==> src/rtl/tocador_notas.sv <==
// Note-sequence player: fetches one-hot notes from a per-song ROM, holds each for
// TICKS_NOTA cycles, then stays silent for TICKS_PAUSA cycles. Optional macro: TOCADOR_LOOP_EN.
module tocador_notas #(
  parameter int TICKS_NOTA  = 1000,
  parameter int TICKS_PAUSA = 250,
  parameter int CONT_W      = 16
) (
  input  logic       clock,
  input  logic       reset_n,
  input  logic       iniciar,
  input  logic       abortar,
  input  logic [2:0] musica,
  input  logic [3:0] limite,
`ifdef TOCADOR_LOOP_EN
  input  logic       repetir,
`endif
  output logic [3:0] rom_address,
  output logic [2:0] rom_select,
  input  logic [6:0] rom_data,
  output logic [6:0] nota,
  output logic       nota_valida,
  output logic [3:0] indice,
  output logic       tocando,
  output logic       fim,
  output logic       erro_nota
);

  typedef enum logic [2:0] {IDLE, BUSCA, ESPERA, TOCA, PAUSA, FIM} state_t;

  localparam logic [CONT_W-1:0] FIM_NOTA  = CONT_W'(TICKS_NOTA - 1);
  localparam logic [CONT_W-1:0] FIM_PAUSA = (TICKS_PAUSA > 0) ? CONT_W'(TICKS_PAUSA - 1) : '0;

  state_t            state_reg, state_next;
  logic [3:0]        addr_reg, addr_next;
  logic [2:0]        sel_reg, sel_next;
  logic [3:0]        lim_reg, lim_next;
  logic [6:0]        nota_reg, nota_next;
  logic              valida_reg, valida_next;
  logic [3:0]        indice_reg, indice_next;
  logic              tocando_reg, tocando_next;
  logic              fim_reg, fim_next;
  logic              erro_reg, erro_next;
  logic [CONT_W-1:0] cont_reg, cont_next;
  logic              decide;
  logic              one_hot;

  assign one_hot = (rom_data != 7'd0) && ((rom_data & (rom_data - 7'd1)) == 7'd0);

  always_ff @(posedge clock or negedge reset_n) begin
    if (!reset_n) begin
      state_reg   <= IDLE;
      addr_reg    <= '0;
      sel_reg     <= '0;
      lim_reg     <= '0;
      nota_reg    <= '0;
      valida_reg  <= 1'b0;
      indice_reg  <= '0;
      tocando_reg <= 1'b0;
      fim_reg     <= 1'b0;
      erro_reg    <= 1'b0;
      cont_reg    <= '0;
    end else begin
      state_reg   <= state_next;
      addr_reg    <= addr_next;
      sel_reg     <= sel_next;
      lim_reg     <= lim_next;
      nota_reg    <= nota_next;
      valida_reg  <= valida_next;
      indice_reg  <= indice_next;
      tocando_reg <= tocando_next;
      fim_reg     <= fim_next;
      erro_reg    <= erro_next;
      cont_reg    <= cont_next;
    end
  end

  always_comb begin
    state_next   = state_reg;
    addr_next    = addr_reg;
    sel_next     = sel_reg;
    lim_next     = lim_reg;
    nota_next    = nota_reg;
    valida_next  = valida_reg;
    indice_next  = indice_reg;
    tocando_next = tocando_reg;
    fim_next     = 1'b0;
    erro_next    = erro_reg;
    cont_next    = cont_reg;
    decide       = 1'b0;

    case (state_reg)
      IDLE: begin
        if (iniciar) begin
          sel_next     = musica;
          lim_next     = limite;
          indice_next  = '0;
          addr_next    = '0;
          erro_next    = 1'b0;
          tocando_next = 1'b1;
          state_next   = BUSCA;
        end
      end
      BUSCA: state_next = ESPERA;
      ESPERA: begin
        // Malformed words are flagged but still played unchanged.
        nota_next   = rom_data;
        valida_next = 1'b1;
        cont_next   = '0;
        if (!one_hot) erro_next = 1'b1;
        state_next  = TOCA;
      end
      TOCA: begin
        if (cont_reg == FIM_NOTA) begin
          nota_next   = '0;
          valida_next = 1'b0;
          cont_next   = '0;
          if (TICKS_PAUSA == 0) decide = 1'b1;
          else                  state_next = PAUSA;
        end else begin
          cont_next = cont_reg + 1'b1;
        end
      end
      PAUSA: begin
        if (cont_reg == FIM_PAUSA) begin
          cont_next = '0;
          decide    = 1'b1;
        end else begin
          cont_next = cont_reg + 1'b1;
        end
      end
      FIM: begin
        tocando_next = 1'b0;
        state_next   = IDLE;
      end
      default: state_next = IDLE;
    endcase

    // The next-note decision shares the edge that closes the note or its gap.
    if (decide) begin
      if (indice_reg == lim_reg) begin
`ifdef TOCADOR_LOOP_EN
        if (repetir) begin
          fim_next    = 1'b1;
          indice_next = '0;
          addr_next   = '0;
          state_next  = BUSCA;
        end else begin
          fim_next   = 1'b1;
          state_next = FIM;
        end
`else
        fim_next   = 1'b1;
        state_next = FIM;
`endif
      end else begin
        indice_next = indice_reg + 4'd1;
        addr_next   = indice_reg + 4'd1;
        state_next  = BUSCA;
      end
    end

    if (abortar && state_reg != IDLE) begin
      state_next   = IDLE;
      nota_next    = '0;
      valida_next  = 1'b0;
      tocando_next = 1'b0;
      fim_next     = 1'b0;
      cont_next    = '0;
    end
  end

  assign rom_address = addr_reg;
  assign rom_select  = sel_reg;
  assign nota        = nota_reg;
  assign nota_valida = valida_reg;
  assign indice      = indice_reg;
  assign tocando     = tocando_reg;
  assign fim         = fim_reg;
  assign erro_nota   = erro_reg;

endmodule
==> config.mk <==
export PLATFORM = sky130hd
export DESIGN_NAME = tocador_notas
export DESIGN_NICKNAME = d
export VERILOG_FILES = /design/src/rtl/tocador_notas.sv
export SDC_FILE = /design/constraint.sdc
export NUM_CORES = 1
export LEC_CHECK = 0
export BUFFER_PORTS_ARGS = -buffer_cell sky130_fd_sc_hd__buf_2
export CAP_MARGIN = 20
export CORE_MARGIN = 2
export CORE_UTILIZATION = 50
export CTS_BUF_LIST = sky130_fd_sc_hd__clkbuf_2
export DETAILED_ROUTE_END_ITERATION = 8
export PLACE_DENSITY_LB_ADDON = 0.1
export SETUP_SLACK_MARGIN = 0.5
export SLEW_MARGIN = 20
export SYNTH_ARGS = -nofsm -noshare
export SYNTH_HDL_FRONTEND = slang
export SYNTH_SLANG_ARGS = --single-unit
==> constraint.sdc <==
create_clock -name clock -period 2.4 [get_ports clock]
set_input_delay 0.48 -clock clock [delete_from_list [all_inputs] [get_ports clock]]
set_output_delay 0.48 -clock clock [all_outputs]
set_load 0.02 [all_outputs]
==> impl_metrics.yaml <==
status:
  status: "finished, final reports clean"
detailed_routing:
  via_count: 1996
  drcViolationCount: 0
  first_iter_violations: 120
  wire_per_inst_um: 14.0
  routed_wl_um: 4970
  viasPerCell: 5.64
  drtAntennaViolNets: 0
  first_pass_iters: 4
worst_setup_path:
  crit_required_ps: 2740
  cp.arrival_ps: 2530
  critPathMaxStageDelay_ps: 540
  crit_path_max_fanout: 15
  ff2ff_path_depth: 6
  cp-end-kind: "flip-flop"
  crit_path_start_kind: "flip-flop"
  crit_chain: "or4_1, or4_4, a2bb2oi_4, buf_12, nor3_1, a211o_1"
  critical_path_class: "flip-flop to flip-flop"
  r2r_start: "cont_reg[15]"
  crit_slowest_cell: "or4_4"
  rr_endpoint: "cont_reg[5]"
  r2r_slack_ps: 220
placed_design:
  gp_congestion: 0.820
  hpwlAfterDp_um: 3280
  placed_cells: 334
  pre_cts_ws_ps: 63.8
  io_buffers: 39
grt:
  first_global_vias: 1828
  grt_first_pass_wirelength_um: 8540
  antenna_found_initial: 0
  grtUsageTotal: 0.210
  grt_start_max_net_pins: 46
  grt-ovfl-total: 0
floorplan:
  num_rows: 24
  die_area_um2: 5190
  die_w_um: 72.0
  pin_count: 40
  coreArea_um2: 4410
  fp.dieH_um: 72.0
  start_util: 0.524
pwr:
  seq_power_share: 0.487
  ir_drop_uv: 401
  p_switching_mw: 0.564
  power_density_nw_per_um2: 632
  leakage_nw: 1.39
  total_power_mw: 1.85
  switching_share: 0.305
  internal_power_mw: 1.28
  p_comb_frac: 0.218
  p_clk_frac: 0.296
synthesis:
  ys_types: 47
  synth_most_common_cell: "dfrtp_1"
  synthArstFlopShare: 1.00
  synth-edff-count: 0
  synthTopCellsByArea: "dfrtp_1 49%, nand2_1 6.0%, xnor2_1 3.8%, nor2_1 3.1%, nand3_1 3.0%"
  ys_top_cells_by_count: "45 x dfrtp_1, 37 x nand2_1, 19 x nor2_1"
  synth.cell_area_um2: 2310
  yosysSeqAreaShare: 0.486
  synth_flop_cell: "dfrtp_1"
  syn_inst: 241
  synth_top_area_frac: 0.486
  syn_avg_cell_area_um2: 9.60
  ys_warn_count: 0
  yosysTopAreaCell: "dfrtp_1"
  synth_seq_cells: 45
  synth_fp_nets: 262
clock_tree:
  cts_tree: "built"
  htree_levels: 2
  cts-root-buf: "clkbuf_2"
  clk_pin_slew_ps: 240
  clock-sinks: 45
  numCtsBuffers: 5
  cts_buffer_depth: 2
  clk_latency_ps: 420
sta:
  fin_ws_ps: 219
  fin_crit_sh: 0.909
  drv_slew: 0
  finalSetupViolCount: 0
  hold_violations: 0
  finalClockSkew_ps: 10.8
  fin_crit_ps: 2180
  fmax_mhz: 458
  relSlewSlack: 0.668
  fin_tns_setup_ps: 0
  hold_ws_ps: 236
  rsz0062_at_grt: "true"
  worst_pin_slew_ps: 495
min_path:
  hold-path-endpoint: "lim_reg[0]"
  worstHoldPathType: "input port to flip-flop"
  min_from: "limite[0]"
  worstHoldPathCells: 3
cells_and_area:
  fin_nets: 322
  final_cells: 354
  largest_reg_flops: 16
  antenna_cells: 0
  fill_cells: 376
  drive_gt1_frac: 0.298
  areaGrowthSynthToFinish_pct: 26.4
run:
  maxCapViolations: 0
cells by family after synthesis:
logic type                 after synthesis  synth area share
DFF                                     45             0.486
AOI/OAI and AO/OA                       45             0.141
xor gates and xnor gates                13            0.0492
and+or+nand+nor                        121             0.276
adders and majority gates                3            0.0162
buffers and inverters                   12            0.0227
muxes                                    2           0.00919
power groups by stage:
stage	Combinational [mW]	Sequential (mW)	Clock, mW
global route	0.446	0.915	0.587
finish	0.402	0.900	0.546
detailed placement	0.380	0.912	0
floorplan	0.186	0.960	0
CTS	0.397	0.899	0.561
global placement	0.375	0.909	0
per-stage QoR:
step | instance area [um2] | util
CTS | 2870 | 0.651
detailed placement | 2640 | 0.598
floorplan | 2330 | -
global route | 2930 | 0.663
global placement | 2640 | 0.598
finish | 2930 | 0.663
timing repair:
| action | 4_1_cts | 5_1_grt |
|---|---|---|
| endpoints found under the hold margin | 45 | 0 |
| resized for setup | 12 | 9 |
| buffers inserted | 9 | 2 |
| cloned | 0 | 0 |
| setup endpoints to repair | 34 | 36 |
| hold buffers | 1 | 0 |
| pin swaps | 8 | 4 |
placed cells by master, fill, tap and decap left out, types with 4 or more instances in the layout:
cell type / netlist / routed
nand4_1: 7 / 7
buf_4: 0 / 16
nand2_1: 37 / 37
dfrtp_1: 45 / 45
inv_1: 4 / 4
buf_2: 0 / 39
nand3b_1: 4 / 4
nor2_1: 19 / 18
clkbuf_2: 0 / 5
nand3_1: 14 / 14
o21ai_0: 12 / 10
nor3_1: 7 / 6
xnor2_1: 10 / 10
nand2b_1: 6 / 5
a22o_1: 7 / 7
worst max-delay path by stage:
| stage | from | endpoint | cells past startpoint |
|---|---|---|---|
| finish | cont_reg[15] | cont_reg[5] | 6 |
| global route | cont_reg[15] | cont_reg[5] | 6 |
| CTS | cont_reg[15] | cont_reg[5] | 6 |
| detailed placement | cont_reg[15] | cont_reg[5] | 5 |
| global placement | cont_reg[15] | cont_reg[5] | 5 |
| floorplan | cont_reg[9] | cont_reg[5] | 6 |
final cells by class:
cell class,count,area [um2],share of cell area
flip-flops and latches,45,1130,0.385
repair buffers,61,399,0.136
clock buffers,5,25.0,0.00855
clock inverters,3,68.8,0.0235
multi-input cells,184,1230,0.419
well taps,52,65.1,0.0222
inverters,4,15.0,0.00513
worst max-delay path: cells and delay by family, from the launching register on:
kind / cells / cell delay [ps]
simple gates: 3 / 1110
flops: 1 / 430
compound gates: 2 / 420
buf+inv: 1 / 150
metal layers:
layer	global-route usage	routed length, um	vias up
met5	0	0	-
met4	0.0545	55	0
met3	0.0500	195	6
met2	0.336	2370	34
met1	0.289	2350	966
li1	-	-	990
No activity file was read; power rests on OpenSTA's default activity.
